[src/rtl/alu_sched.sv]
// alu_sched: round-robin issue of four requesters into one shared 3-stage ALU.
// The requester id rides in the ALU sideband so each result is steered back to its issuer.
module alu_sched #(
    parameter int unsigned WIDTH    = 32,
    parameter int unsigned DATABITS = 7
) (
    input  logic                        clk,
    input  logic                        reset,
    input  logic                        hold,
    input  logic [3:0]                  req_valid,
    output logic [3:0]                  req_ready,
    input  logic [4*WIDTH-1:0]          req_a,
    input  logic [4*WIDTH-1:0]          req_b,
    input  logic [7:0]                  req_op,
    input  logic [4*(DATABITS-2)-1:0]   req_tag,
    output logic [WIDTH-1:0]            alu_a,
    output logic [WIDTH-1:0]            alu_b,
    output logic [1:0]                  alu_op,
    output logic [DATABITS-1:0]         alu_databits,
    input  logic [WIDTH-1:0]            alu_res,
    input  logic [1:0]                  alu_out_op,
    input  logic [DATABITS-1:0]         alu_out_databits,
    output logic [3:0]                  rsp_valid,
    output logic [WIDTH-1:0]            rsp_res,
    output logic [1:0]                  rsp_op,
    output logic [DATABITS-3:0]         rsp_tag,
    output logic                        busy
);

    localparam int unsigned TAGBITS = DATABITS - 2;
    localparam logic [1:0]  OP_NOP  = 2'd0;

    logic [WIDTH-1:0]   a_arr   [4];
    logic [WIDTH-1:0]   b_arr   [4];
    logic [1:0]         op_arr  [4];
    logic [TAGBITS-1:0] tag_arr [4];

    logic [1:0] last;
    logic [3:0] v;
    logic [3:0] grant;
    logic [1:0] grant_id;
    logic [1:0] cand;
    logic       found;
    logic       accept;
    logic [1:0] rsp_id;

    for (genvar i = 0; i < 4; i++) begin : g_split
        assign a_arr[i]   = req_a[i*WIDTH +: WIDTH];
        assign b_arr[i]   = req_b[i*WIDTH +: WIDTH];
        assign op_arr[i]  = req_op[2*i +: 2];
        assign tag_arr[i] = req_tag[i*TAGBITS +: TAGBITS];
    end

    // Round-robin search starting just after the last granted requester
    always_comb begin
        grant    = 4'b0000;
        grant_id = 2'd0;
        found    = 1'b0;
        cand     = last;
        for (int k = 1; k <= 4; k++) begin
            cand = last + 2'(k);
            if (!found && req_valid[cand]) begin
                found       = 1'b1;
                grant_id    = cand;
                grant[cand] = 1'b1;
            end
        end
    end

    assign accept    = found & ~hold & ~reset;
    assign req_ready = accept ? grant : 4'b0000;

    // Issue register plus shadow valid pipeline tracking the ALU stages
    always_ff @(posedge clk) begin
        if (reset) begin
            last         <= 2'd3;
            v            <= 4'b0000;
            alu_a        <= '0;
            alu_b        <= '0;
            alu_op       <= OP_NOP;
            alu_databits <= '0;
        end else begin
            v <= {v[2:0], accept};
            if (accept) begin
                last         <= grant_id;
                alu_a        <= a_arr[grant_id];
                alu_b        <= b_arr[grant_id];
                alu_op       <= op_arr[grant_id];
                alu_databits <= {grant_id, tag_arr[grant_id]};
            end else begin
                alu_op       <= OP_NOP;
                alu_databits <= '0;
            end
        end
    end

    assign rsp_id    = alu_out_databits[DATABITS-1 -: 2];
    assign rsp_valid = v[3] ? (4'b0001 << rsp_id) : 4'b0000;
    assign rsp_res   = alu_res;
    assign rsp_op    = alu_out_op;
    assign rsp_tag   = alu_out_databits[TAGBITS-1:0];
    assign busy      = |v;

endmodule

[config.mk]
export PLATFORM = sky130hd
export DESIGN_NAME = alu_sched
export DESIGN_NICKNAME = d
export VERILOG_FILES = /design/src/rtl/alu_sched.sv
export SDC_FILE = /design/constraint.sdc
export NUM_CORES = 1
export LEC_CHECK = 0
export CORE_AREA = 2 2 177 179
export CTS_CLUSTER_DIAMETER = 60
export DETAILED_ROUTE_END_ITERATION = 10
export DIE_AREA = 0 0 179 181
export SYNTH_ARGS = -nofsm -noshare
export SYNTH_HDL_FRONTEND = slang
export SYNTH_SLANG_ARGS = --single-unit
[constraint.sdc]
create_clock -name clk -period 4.88 [get_ports clk]
set_input_delay 0.976 -clock clk [delete_from_list [all_inputs] [get_ports clk]]
set_output_delay 0.976 -clock clk [all_outputs]
set_load 0.02 [all_outputs]
==> results of run 1 <==
==> metrics by stage <==
step | utilization | setup WS (ns) | std cells | hold WS (ns) | cell area, sq um
3_3_place_gp | 0.313 | 0.314 | 1336 | 0.441 | 9500
4_1_cts | 0.324 | 0.277 | 1352 | 0.473 | 9820
2_1_floorplan | - | 0.693 | 649 | 0.429 | 5650
5_1_grt | 0.324 | 0.135 | 1353 | 0.483 | 9830
3_5_place_dp | 0.313 | 0.278 | 1336 | 0.460 | 9500
6_report | 0.324 | 0.260 | 1354 | 0.469 | 9830
==> flip-flops by register name (all words and copies together), names as in the netlist <==
| register | cells |
|---|---|
| alu_databits | 7 |
| alu_op | 2 |
| v | 4 |
| alu_a | 32 |
| alu_b | 32 |
| last | 2 |
==> logic make-up after synthesis <==
group | Yosys count | synth area share
compound gates | 184 | 0.253
simple gates | 182 | 0.161
buf+inv | 112 | 0.117
mux | 84 | 0.172
flops | 79 | 0.280
fa+ha+maj | 8 | 0.0177
==> layer usage <==
layer  global-route usage  wire length (microns)  up-vias
met5                    0                      0        -
met4               0.0563                    762        0
met3               0.0402                   2350       44
met2                0.287                  13700      356
met1                0.182                  10700     3125
li1                     -                      -     3138
==> power groups by stage <==
stage / logic, mW / clock network [mW] / registers, mW
2_1_floorplan: 1.15 / 0 / 1.17
3_3_place_gp: 2.33 / 0 / 0.965
3_5_place_dp: 2.34 / 0 / 0.964
4_1_cts: 2.35 / 0.820 / 0.955
5_1_grt: 2.49 / 0.837 / 0.975
6_report: 2.33 / 0.785 / 0.952
==> cell usage in the layout, fill, tap and decap left out, types with 2 or more instances in the layout <==
master,count
buf_12,4
dfxtp_1,79
ha_1,8
clkdlybuf4s50_1,374
buf_4,21
o211ai_1,4
a22oi_1,4
o211a_1,2
nor4_1,63
diode_2,2
nor2_1,81
nand2_1,3
a221oi_1,5
nand3_1,17
o22ai_1,63
a21oi_1,9
mux2_2,74
a221o_1,64
nor2b_1,4
o21ai_0,16
o221ai_1,7
nor2_4,2
clkbuf_16,9
bufinv_16,2
nor3b_1,2
inv_1,3
mux2i_1,7
nor3_1,3
mux4_2,3
==> worst max path at each step <==
| stage | startpoint | to | slack (ns) | depth (start not counted) |
|---|---|---|---|---|
| 2_1_floorplan | last[0] | req_ready[0] | 0.69 | 12 |
| 3_3_place_gp | req_valid[2] | req_ready[3] | 0.31 | 7 |
| 3_5_place_dp | req_valid[2] | req_ready[2] | 0.28 | 7 |
| 4_1_cts | req_valid[2] | req_ready[2] | 0.28 | 7 |
| 5_1_grt | req_valid[1] | req_ready[1] | 0.14 | 7 |
| 6_report | req_valid[2] | req_ready[2] | 0.26 | 7 |
==> cell type report <==
cell class                      instances  area, sq um
Multi-Input combinational cell        458         3430
Clock buffer                           11          243
Antenna cell                            2         5.00
Sequential cell                        79         1580
Tap cell                              396          495
Timing Repair Buffer                  399         3980
Clock inverter                          5         81.3
Fill cell                            3143        20500
Inverter                                4         15.0
==> impl_metrics.toml, run 1 <==
[route]
firstDrtPassIters = 5
drtAntennaViolNets = 0
drc = 0
vias = 6663
first_iter_violations = 263
viasPerCell = 4.92
wl_per_cell_microns = 20.3
routed_wirelength_mm = 27.5

[synthesis]
netlist.area_leader.share = 0.280
syn-num-nets = 989
ys_seq_area_frac = 0.280
synth_edf_count = 0
ys_warn_count = 0
ys_top_cells_by_count = "nor2_1 (81), dfxtp_1 (79), mux2_2 (74), a221o_1 (64)"
synthArstFlopShare = 0
synth.distinct_cells = 44
synth_area_leader_cell = "dfxtp_1"
synth_area_leaders = "dfxtp_1 (28%), mux2_2 (15%), a221o_1 (11%), nor4_1 (7.0%), o22ai_1 (7.0%)"
synth_seq_cells = 79
avgSynthCellArea_sq_um = 8.71
syn_inst = 649
synth_most_common_cell = "nor2_1"
synth_area_sq_um = 5650
ys.flop_type = "dfxtp_1"

[power]
max-vdd-ir-drop_v = 0.000170
p_int_mw = 2.42
leakagePower_nw = 3.50
clkPwrFrac = 0.193
combPwrFrac = 0.573
power.switching_mw = 1.65
share_seq_of_total_power = 0.234
finalPower_mw = 4.07
power.density_nw_per_um2 = 414
swShare = 0.406

[die]
die_w_microns = 179
die-area_sq_um = 32400
rows = 64
core_area_sq_um = 30300
io_pins = 453
die_height_microns = 181
start_util = 0.186

[hold_path]
hold_class = "flop to flop"
holdPathStages = 1
whs_endpoint = "v[2]"
hold_start = "v[1]"

[critical_path]
critPathMostFrequentCell = "clkdlybuf4s50_1"
reg2reg_slack_ns = 1.02
end_kind = "primary output"
crit_buf_inv = 2
critPathMaxFanout = 12
arrival_ns = 3.64
rr_worst_depth = 9
worst_path_largest_cell_delay_ns = 0.65
critPathTopFamily = "buffers and inverters"
critPathLaunchType = "input pin"
worstReg2RegStart = "last[1]"
reg2reg_to = "alu_a[12]"
slowest_stage = "mux4_2"
path_cells = "clkdlybuf4s50_1, mux4_2, nor3_1, nor2b_1, or3_2, nor2_1, clkdlybuf4s50_1"
required_ns = 3.90
worst-setup-path-type = "input pin to primary output"

[grt]
grt_max_degree = 78
antenna_found_initial = 2
grt_first_pass_wirelength_mm = 39.5
grt_usage = 0.160
grt_pass1_vias = 6704
overflow = 0

[cts]
clock_sinks = 79
cts_tree = "yes"
cts_setup_buffers = 0
cts_resized = 0
insertion_delay_ns = 0.34
cts.reportedPaths.clkPinSlew_ns = 0.07
ctsLongestPathBuffers = 2
htreeDepth = 3
cts-root-buf = "clkbuf_16"
cts_buffers = 9
holdBufCountCts = 0

[cells_and_area]
drive_gt1_frac = 0.131
finalNetCount = 1291
syn2layout_area_growth_pct = 73.8

[place]
gp_congestion = 0.851
hpwl_mm = 20.6
port_buffers = 374

[sta]
max_freq_mhz = 216
setup_viol = 0
hold_viol_final = 0
period_needed_ns = 4.62
worst_pin_slew_ns = 1.06
skew_ns = 0.00960
fin_crit_sh = 0.947
slew-limit-headroom = 0.290
maxSlewViolCount = 0
rsz0062_at_grt = "no"
fin_setup_tns_ns = 0

[run_status]
status = "finished clean"

[flow_run]
drv_cap = 0
No activity file was read; power rests on OpenSTA's default activity.
==> inputs of run 2 (changes only) <==
--- a/config.mk
+++ b/config.mk
@@ -6,9 +6,11 @@
 export NUM_CORES = 1
 export LEC_CHECK = 0
 export CORE_AREA = 2 2 177 179
+export CTS_BUF_LIST = sky130_fd_sc_hd__clkbuf_4
 export CTS_CLUSTER_DIAMETER = 60
 export DETAILED_ROUTE_END_ITERATION = 10
 export DIE_AREA = 0 0 179 181
 export SYNTH_ARGS = -nofsm -noshare
 export SYNTH_HDL_FRONTEND = slang
 export SYNTH_SLANG_ARGS = --single-unit
+export TNS_END_PERCENT = 5
==> run 2 against run 1 <==
Compared with the run above: final cell count is the same; hold slack gained 0.0094 ns; setup slack lost 0.0079 ns; combinational power is essentially flat; count of clock-buffer cells in the layout shrank 1; clock skew grew 0.0043 ns; flip-flop and latch count is the same; critical path depth is the same; total power shrank 7.1%; register-to-register slack lost 0.04 ns; clock power shrank 36%; fmax shrank 0.17%; highest routed layer unchanged.
==> impl_metrics.toml, run 2 (synthesis gave the netlist of run 1 again) <==
[cts]
cts_resized = 0
holdBufCountCts = 0
cts_tree = "yes"
cts_buffers = 9
htreeDepth = 3
ctsLongestPathBuffers = 2
cts.reportedPaths.clkPinSlew_ns = 0.15
clock_sinks = 79
insertion_delay_ns = 0.45
cts_setup_buffers = 0
cts-root-buf = "clkbuf_4"

[sta]
hold_ws_ns = 0.478
period_needed_ns = 4.63
worst_pin_slew_ns = 1.08
layout_setup_ws_ns = 0.253
fin_crit_sh = 0.948
slew-limit-headroom = 0.277
rsz0062_at_grt = "no"
hold_viol_final = 0
max_freq_mhz = 216
skew_ns = 0.0139
maxSlewViolCount = 0
setup_viol = 0
fin_setup_tns_ns = 0

[critical_path]
slowest_stage = "mux4_2"
arrival_ns = 3.65
end_kind = "primary output"
path_cells = "clkdlybuf4s50_1, mux4_2, nor3_1, nor2b_1, or3_2, nor2_1, clkdlybuf4s50_1"
reg2reg_slack_ns = 0.98
worst_path_largest_cell_delay_ns = 0.66
critPathMostFrequentCell = "clkdlybuf4s50_1"
required_ns = 3.90
critPathMaxFanout = 12
worst-setup-path-type = "input pin to primary output"
critPathLaunchType = "input pin"
rr_worst_depth = 9
worstReg2RegStart = "last[1]"
reg2reg_to = "alu_a[10]"

[cells_and_area]
final_common_cell = "clkdlybuf4s50_1"
finalCoreUtilization = 0.318
syn2layout_area_growth_pct = 70.9
mostFrequentLayoutCells = "clkdlybuf4s50_1 (374), nor2_1 (81), dfxtp_1 (79), mux2_2 (74), a221o_1 (64)"
reg_top3 = "alu_a: 32 flops, alu_b: 32 flops, alu_databits: 7 flops"
finalInstanceArea_sq_um = 9660
finalNetCount = 1291
drive_gt1_frac = 0.131

[place]
dpl_cell_area_sq_um = 9500
dpl_worst_slack_ns = 0.278
port_buffers = 374
hpwl_mm = 20.6
gp_congestion = 0.851

[route]
vias = 6684
viasPerCell = 4.94
firstDrtPassIters = 5
routed_wirelength_mm = 27.4
drtAntennaViolNets = 0
wl_per_cell_microns = 20.2
first_iter_violations = 305
drc = 0

[grt]
overflow = 0
grt_pass1_vias = 6666
grt_max_degree = 78
grt_usage = 0.159
antenna_found_initial = 2
grt_first_pass_wirelength_mm = 39.4

[power]
max-vdd-ir-drop_v = 0.000151
power.density_nw_per_um2 = 391
leakagePower_nw = 3.42

[hold_path]
hold_start = "v[1]"
holdPathStages = 1
hold_class = "flop to flop"
whs_endpoint = "v[2]"

[die]
die_height_microns = 181
die-area_sq_um = 32400
core_area_sq_um = 30300
rows = 64
start_util = 0.186
io_pins = 453
die_w_microns = 179

[run_status]
status = "finished clean"

[flow_run]
drv_cap = 0
## run 2: routing by layer
metal,part of all wire,vias to the layer above,global-route usage,routed length (microns)
li1,-,3134,-,-
met2,0.50,354,0.290,13700
met5,0,-,0,0
met4,0.027,0,0.0459,731
met3,0.082,44,0.0385,2250
met1,0.39,3152,0.182,10700
## run 2: through the flow
stage / power [mW] / instances
after global routing: 4.02 / 1353
after CTS: 3.84 / 1352
after global placement: 3.29 / 1336
final: 3.78 / 1354
after detailed placement: 3.31 / 1336
after floorplan: 2.33 / 649
## run 2: cell type report
cell class / count / area, sq um
Multi-Input combinational cell: 458 / 3430
Clock inverter: 6 / 85.1
Fill cell: 3162 / 20700
Antenna cell: 2 / 5.00
Sequential cell: 79 / 1580
Timing Repair Buffer: 399 / 3980
Clock buffer: 10 / 75.1
Inverter: 4 / 15.0
Tap cell: 396 / 495
## run 2: worst max-delay path by stage
stage                      start  slack (ns)      endpoint
finish              req_valid[2]        0.25  req_ready[2]
floorplan                last[0]        0.69  req_ready[0]
global route        req_valid[1]        0.14  req_ready[1]
global placement    req_valid[2]        0.31  req_ready[3]
CTS                 req_valid[2]        0.28  req_ready[2]
detailed placement  req_valid[2]        0.28  req_ready[2]
## run 2: power by group
group,internal (mW),switching [mW],total [mW]
logic,1.11,1.22,2.33
registers,0.838,0.113,0.951
clock network,0.212,0.287,0.500
## run 2: critical path: cells and delay by family
kind	cells	cell delay (ns)
buffers and inverters	2	1.11
muxes	1	0.66
and+or+nand+nor	4	0.91
==> variant 1 (settings of run 1) <==
The parameter `WIDTH` goes from 32 to 36.
--- a/src/rtl/alu_sched.sv
+++ b/src/rtl/alu_sched.sv
@@ -3,3 +3,3 @@
 module alu_sched #(
-    parameter int unsigned WIDTH    = 32,
+    parameter int unsigned WIDTH    = 36,
     parameter int unsigned DATABITS = 7
Interface: changed (6 resized); port bits go from 453 to 501. The function was not compared with the original's and may differ.
==> variant 1 against run 1 <==
  * Non-clock buffer count up 40
  * Cell area up 12%
  * Total power up 28%
  * Sequential cell count up 8
  * Synthesized area up 14%
  * Final cell count up 10%
  * Register-to-register slack worse by 0.30 ns
  * Die area unchanged
  * Worst setup slack worse by 0.071 ns
  * Wire length up 17%
==> variant 1: results <==
[status]
outcome = "complete, no violations"

[global_route]
grt_pass1_vias = 7524
grt_pass1_wl_um = 46100
antenna_found_initial = 4
grt_max_degree = 58
grt_usage_pct = 19.0

[synthesis]
syn_inst = 768
synth_mux_area_share_pct = 15.9
synth_compound_area_share_pct = 29.6
synthTopCellsByArea = "dfxtp_1, mux2_2, mux2i_1"
synthAdderAreaFrac_pct = 1.55
synth_xor_area_share_pct = 0
ys_warn_count = 0
synthArstFlopShare_pct = 0
yosysSeqAreaShare_pct = 27.0
synthDistinctLibCells = 50
yosys-top-cells-count = "dfxtp_1, nand3_1, o21ai_0"
synth_nets = 1144

[clock_network]
clkTransAtPathRegs_ns = 0.07
cts_buffer_depth = 2
htreeDepth = 3
postCtsSetupBuffers = 0
clkLatencyLatePin_ns = 0.36

[placement]
post_dp_cell_area_um2 = 10700
port-buffer-count = 414
placed_cells = 1475
dp_hpwl_um = 24000
post-place-ws_ns = 0.437
finalWeightedCongestion = 0.833

[route]
wl_per_cell_um = 21.5
drt_wl_total_um = 32000
drt_iter0_drc = 343
viasPerCell = 5.12

[worst_hold_path]
min_path_cells = 1
hold_path_class = "flop to flop"

[final_layout]
reg_top3 = "alu_a: 36 flops, alu_b: 36 flops, alu_databits: 7 flops"
layout-drive-gt1-share_pct = 9.41
final_nets = 1466

[pwr]
p_sw_mw = 2.31
p_seq_mw = 1.17
p_leak_nw = 3.92
p_per_area_nw_per_um2 = 476
clock_power_uw = 744
ir_drop_mv = 0.212

[worst_setup_path]
cp_max_fo = 8
cp.arrival_ns = 3.71
cpLargestDelayFamily = "buffers and inverters"
rr_worst_depth = 11
slowest_stage = "clkdlybuf4s50_1"
slowest_delay_ns = 0.62

[sta]
tightest_slew_ns = 0.739
finalClockSkew_ns = 0.00828
==> variant 1: cell count changes in the layout (fill, tap and decap cells not counted), sizes merged, moves of 34 or more <==
| cell | run 1 | this run |
|---|---|---|
| o21ai | 18 | 78 |
| nand3 | 17 | 73 |
| a211oi | 1 | 37 |
| mux2i | 7 | 41 |
| o211ai | 4 | 40 |
| nand2 | 3 | 44 |
| o22ai | 63 | 0 |
| nor2 | 83 | 22 |
| clkdlybuf4s50 | 374 | 414 |
| nor4 | 63 | 10 |
| a211o | 0 | 39 |
==> variant 1: layer usage <==
metal  vias up  track usage, %  wire (um)
met5         -               0          0
met4         0            7.54        818
met3        36            4.31       2740
met2       397            33.9      16100
met1      3659            21.5      12300
li1       3553               -          -
==> variant 1: logic make-up after synthesis <==
logic type / Yosys count
adders and majority gates: 8
and+or+nand+nor: 189
DFF: 87
AOI/OAI and AO/OA: 260
muxes: 92
buffers and inverters: 132
==> variant 1: worst paths after layout <==
check,slack (ns),to,from
setup / recovery,0.19,req_ready[0],last[1]$_SDFFE_PP1P_
hold / removal,0.46,v[3]$_SDFF_PP0_,v[2]$_SDFF_PP0_
setup reg to reg,0.72,alu_b[17]$_SDFFE_PP0P_,last[1]$_SDFFE_PP1P_
hold reg to reg,0.46,v[3]$_SDFF_PP0_,v[2]$_SDFF_PP0_
==> variant 1: cell type report <==
class / instances / area (um^2)
timing repair buffer: 439 / 4370
antenna: 2 / 5.00
clock inverter: 5 / 56.3
multi-input combinational: 549 / 4040
sequential: 87 / 1740
tap: 396 / 495
fill: 3114 / 19400
clock buffer: 11 / 243
inverter: 4 / 15.0
==> variant 2 (config.mk and constraints of run 1) <==
Without the edit above. Reset style: asynchronous (`reset`), changed in one clocked block.
--- a/src/rtl/alu_sched.sv
+++ b/src/rtl/alu_sched.sv
@@ -73,3 +73,3 @@
     // Issue register plus shadow valid pipeline tracking the ALU stages
-    always_ff @(posedge clk) begin
+    always_ff @(posedge clk or posedge reset) begin
         if (reset) begin
Function: differs if reset is asserted again (counterexample within 4 cycles, from zero or initial values and one cycle with reset high); with reset held inactive, the same outputs for 10 cycles.
==> variant 2 against run 1 <==
  * Synthesized area up 9.6%
  * Sequential cell count unchanged
  * Cell area up 5.0%
  * Clock skew down 0.00086 ns
  * Final cell count up 1.2%
  * Worst setup slack better by 0.021 ns
  * Die area unchanged
  * Critical endpoint is now req_ready[1]
  * Wire length up 3.0%
  * Fmax up 0.47%
  * Utilization up 1.6 points
  * Critical path depth up 1
Power is not compared: it rests on default switching activity, and its combinational part moved more than twofold at a synthesized area within 25%.
==> variant 2: results <==
[status]
outcome = "complete, no violations"

[worst_setup_path]
cp_max_fo = 9
cp.arrival_ns = 3.62
rr_worst_depth = 9

[final_layout]
fill_cells = 3136
final_nets = 1307
multi_input_area_share_pct = 34.1
final-clk-cell-share_pct = 3.21
layout-drive-gt1-share_pct = 7.10
signal_buffers = 395
bufAreaShareNonClock_pct = 38.4
nClkBuffers = 12
multi_input_cells = 476
fin_util_pct = 34.0
antenna_cells = 2
inv_count = 6
sh_seq_area_pct = 19.2
reg_top3 = "alu_a: 32 flops, alu_b: 32 flops, alu_databits: 7 flops"

[synthesis]
synthArstFlopShare_pct = 100
ys_warn_count = 0
synth_seq_cells = 79
yosys-top-cells-count = "and3_1, a221oi_1, dfrtp_1"
syn_avg_cell_area_um2 = 8.98
synth_nets = 1030
synthDistinctLibCells = 41
yosysSeqAreaShare_pct = 31.9
synthTopCellsByArea = "dfrtp_1, a221oi_1, and3_1"

[placement]
dp_hpwl_um = 20300
post-place-ws_ns = 0.229
finalWeightedCongestion = 0.814
post_dp_cell_area_um2 = 9980
placed_cells = 1352
port-buffer-count = 374

[route]
via_count = 7009
first_pass_iters = 5
drt_iter0_drc = 342
wl_per_cell_um = 20.7
viasPerCell = 5.12

[global_route]
grt_pass1_wl_um = 41300
grt_max_degree = 127
grt_usage_pct = 16.6
grt_pass1_vias = 6978

[worst_hold_path]
min_path_cells = 0
hold_path_class = "flop to flop"

[pwr]
clock_power_share_pct = 11.3
total_power_mw = 7.06
p_leak_nw = 4.15
p_sw_mw = 3.51

[clock_network]
clkTransAtPathRegs_ns = 0.06
postCtsSetupBuffers = 0
clkLatencyLatePin_ns = 0.34
htreeDepth = 3
cts_root_buf = "clkbuf_16"

[sta]
finalHoldViolCount = 0
finalClockSkew_ns = 0.00874
slew_headroom_pct = 46.1

[die]
core_um2 = 30300
## variant 2: cell count changes after synthesis, sizes merged, moves of 62 or more
cell and delta:
dfrtp +77, dfxtp -79, o22ai -63, nor2 -70
mux2 -74, o31ai +62, a221o -64, and3 +126
nand2 +72, nor4 -63, a221oi +134
## variant 2: worst max-delay path, cell delays in order, from the launching register on
cell and delay, ns:
dfstp_2 0.64, inv_1 0.19, ha_2 0.46, mux4_2 0.54
or3_4 0.45, nor2b_2 0.19, a221oi_1 0.10, nor2_1 0.11
clkdlybuf4s50_1 0.61
## variant 2: kinds of logic after synthesis
| group | after synthesis | share of synthesized area, % |
|---|---|---|
| fa+ha+maj | 8 | 1.62 |
| mux | 15 | 3.23 |
| simple gates | 229 | 20.0 |
| buf+inv | 135 | 11.9 |
| flops | 79 | 31.9 |
| compound gates | 224 | 31.3 |
## variant 2: per-layer routing
metal / global-route usage [%] / vias to the layer above / share of wire (%)
li1: - / 3252 / -
met1: 19.0 / 3351 / 39
met2: 28.1 / 361 / 48
met3: 4.90 / 45 / 9.8
met4: 8.00 / 0 / 3.9
met5: 0 / - / 0
## variant 2: worst paths after layout
path	endpoint	slack (ns)	startpoint
min in group asynchronous	alu_b[25]$_DFFE_PP0P_	1.12	reset
worst max register to register	alu_a[27]$_DFFE_PP0P_	1.10	last[1]$_DFFE_PP1P_
worst min-delay path	v[2]$_DFF_PP0_	0.37	v[1]$_DFF_PP0_
worst min register to register	v[2]$_DFF_PP0_	0.37	v[1]$_DFF_PP0_
worst max-delay path	req_ready[1]	0.28	last[1]$_DFFE_PP1P_
max in group asynchronous	last[1]$_DFFE_PP1P_	2.80	reset
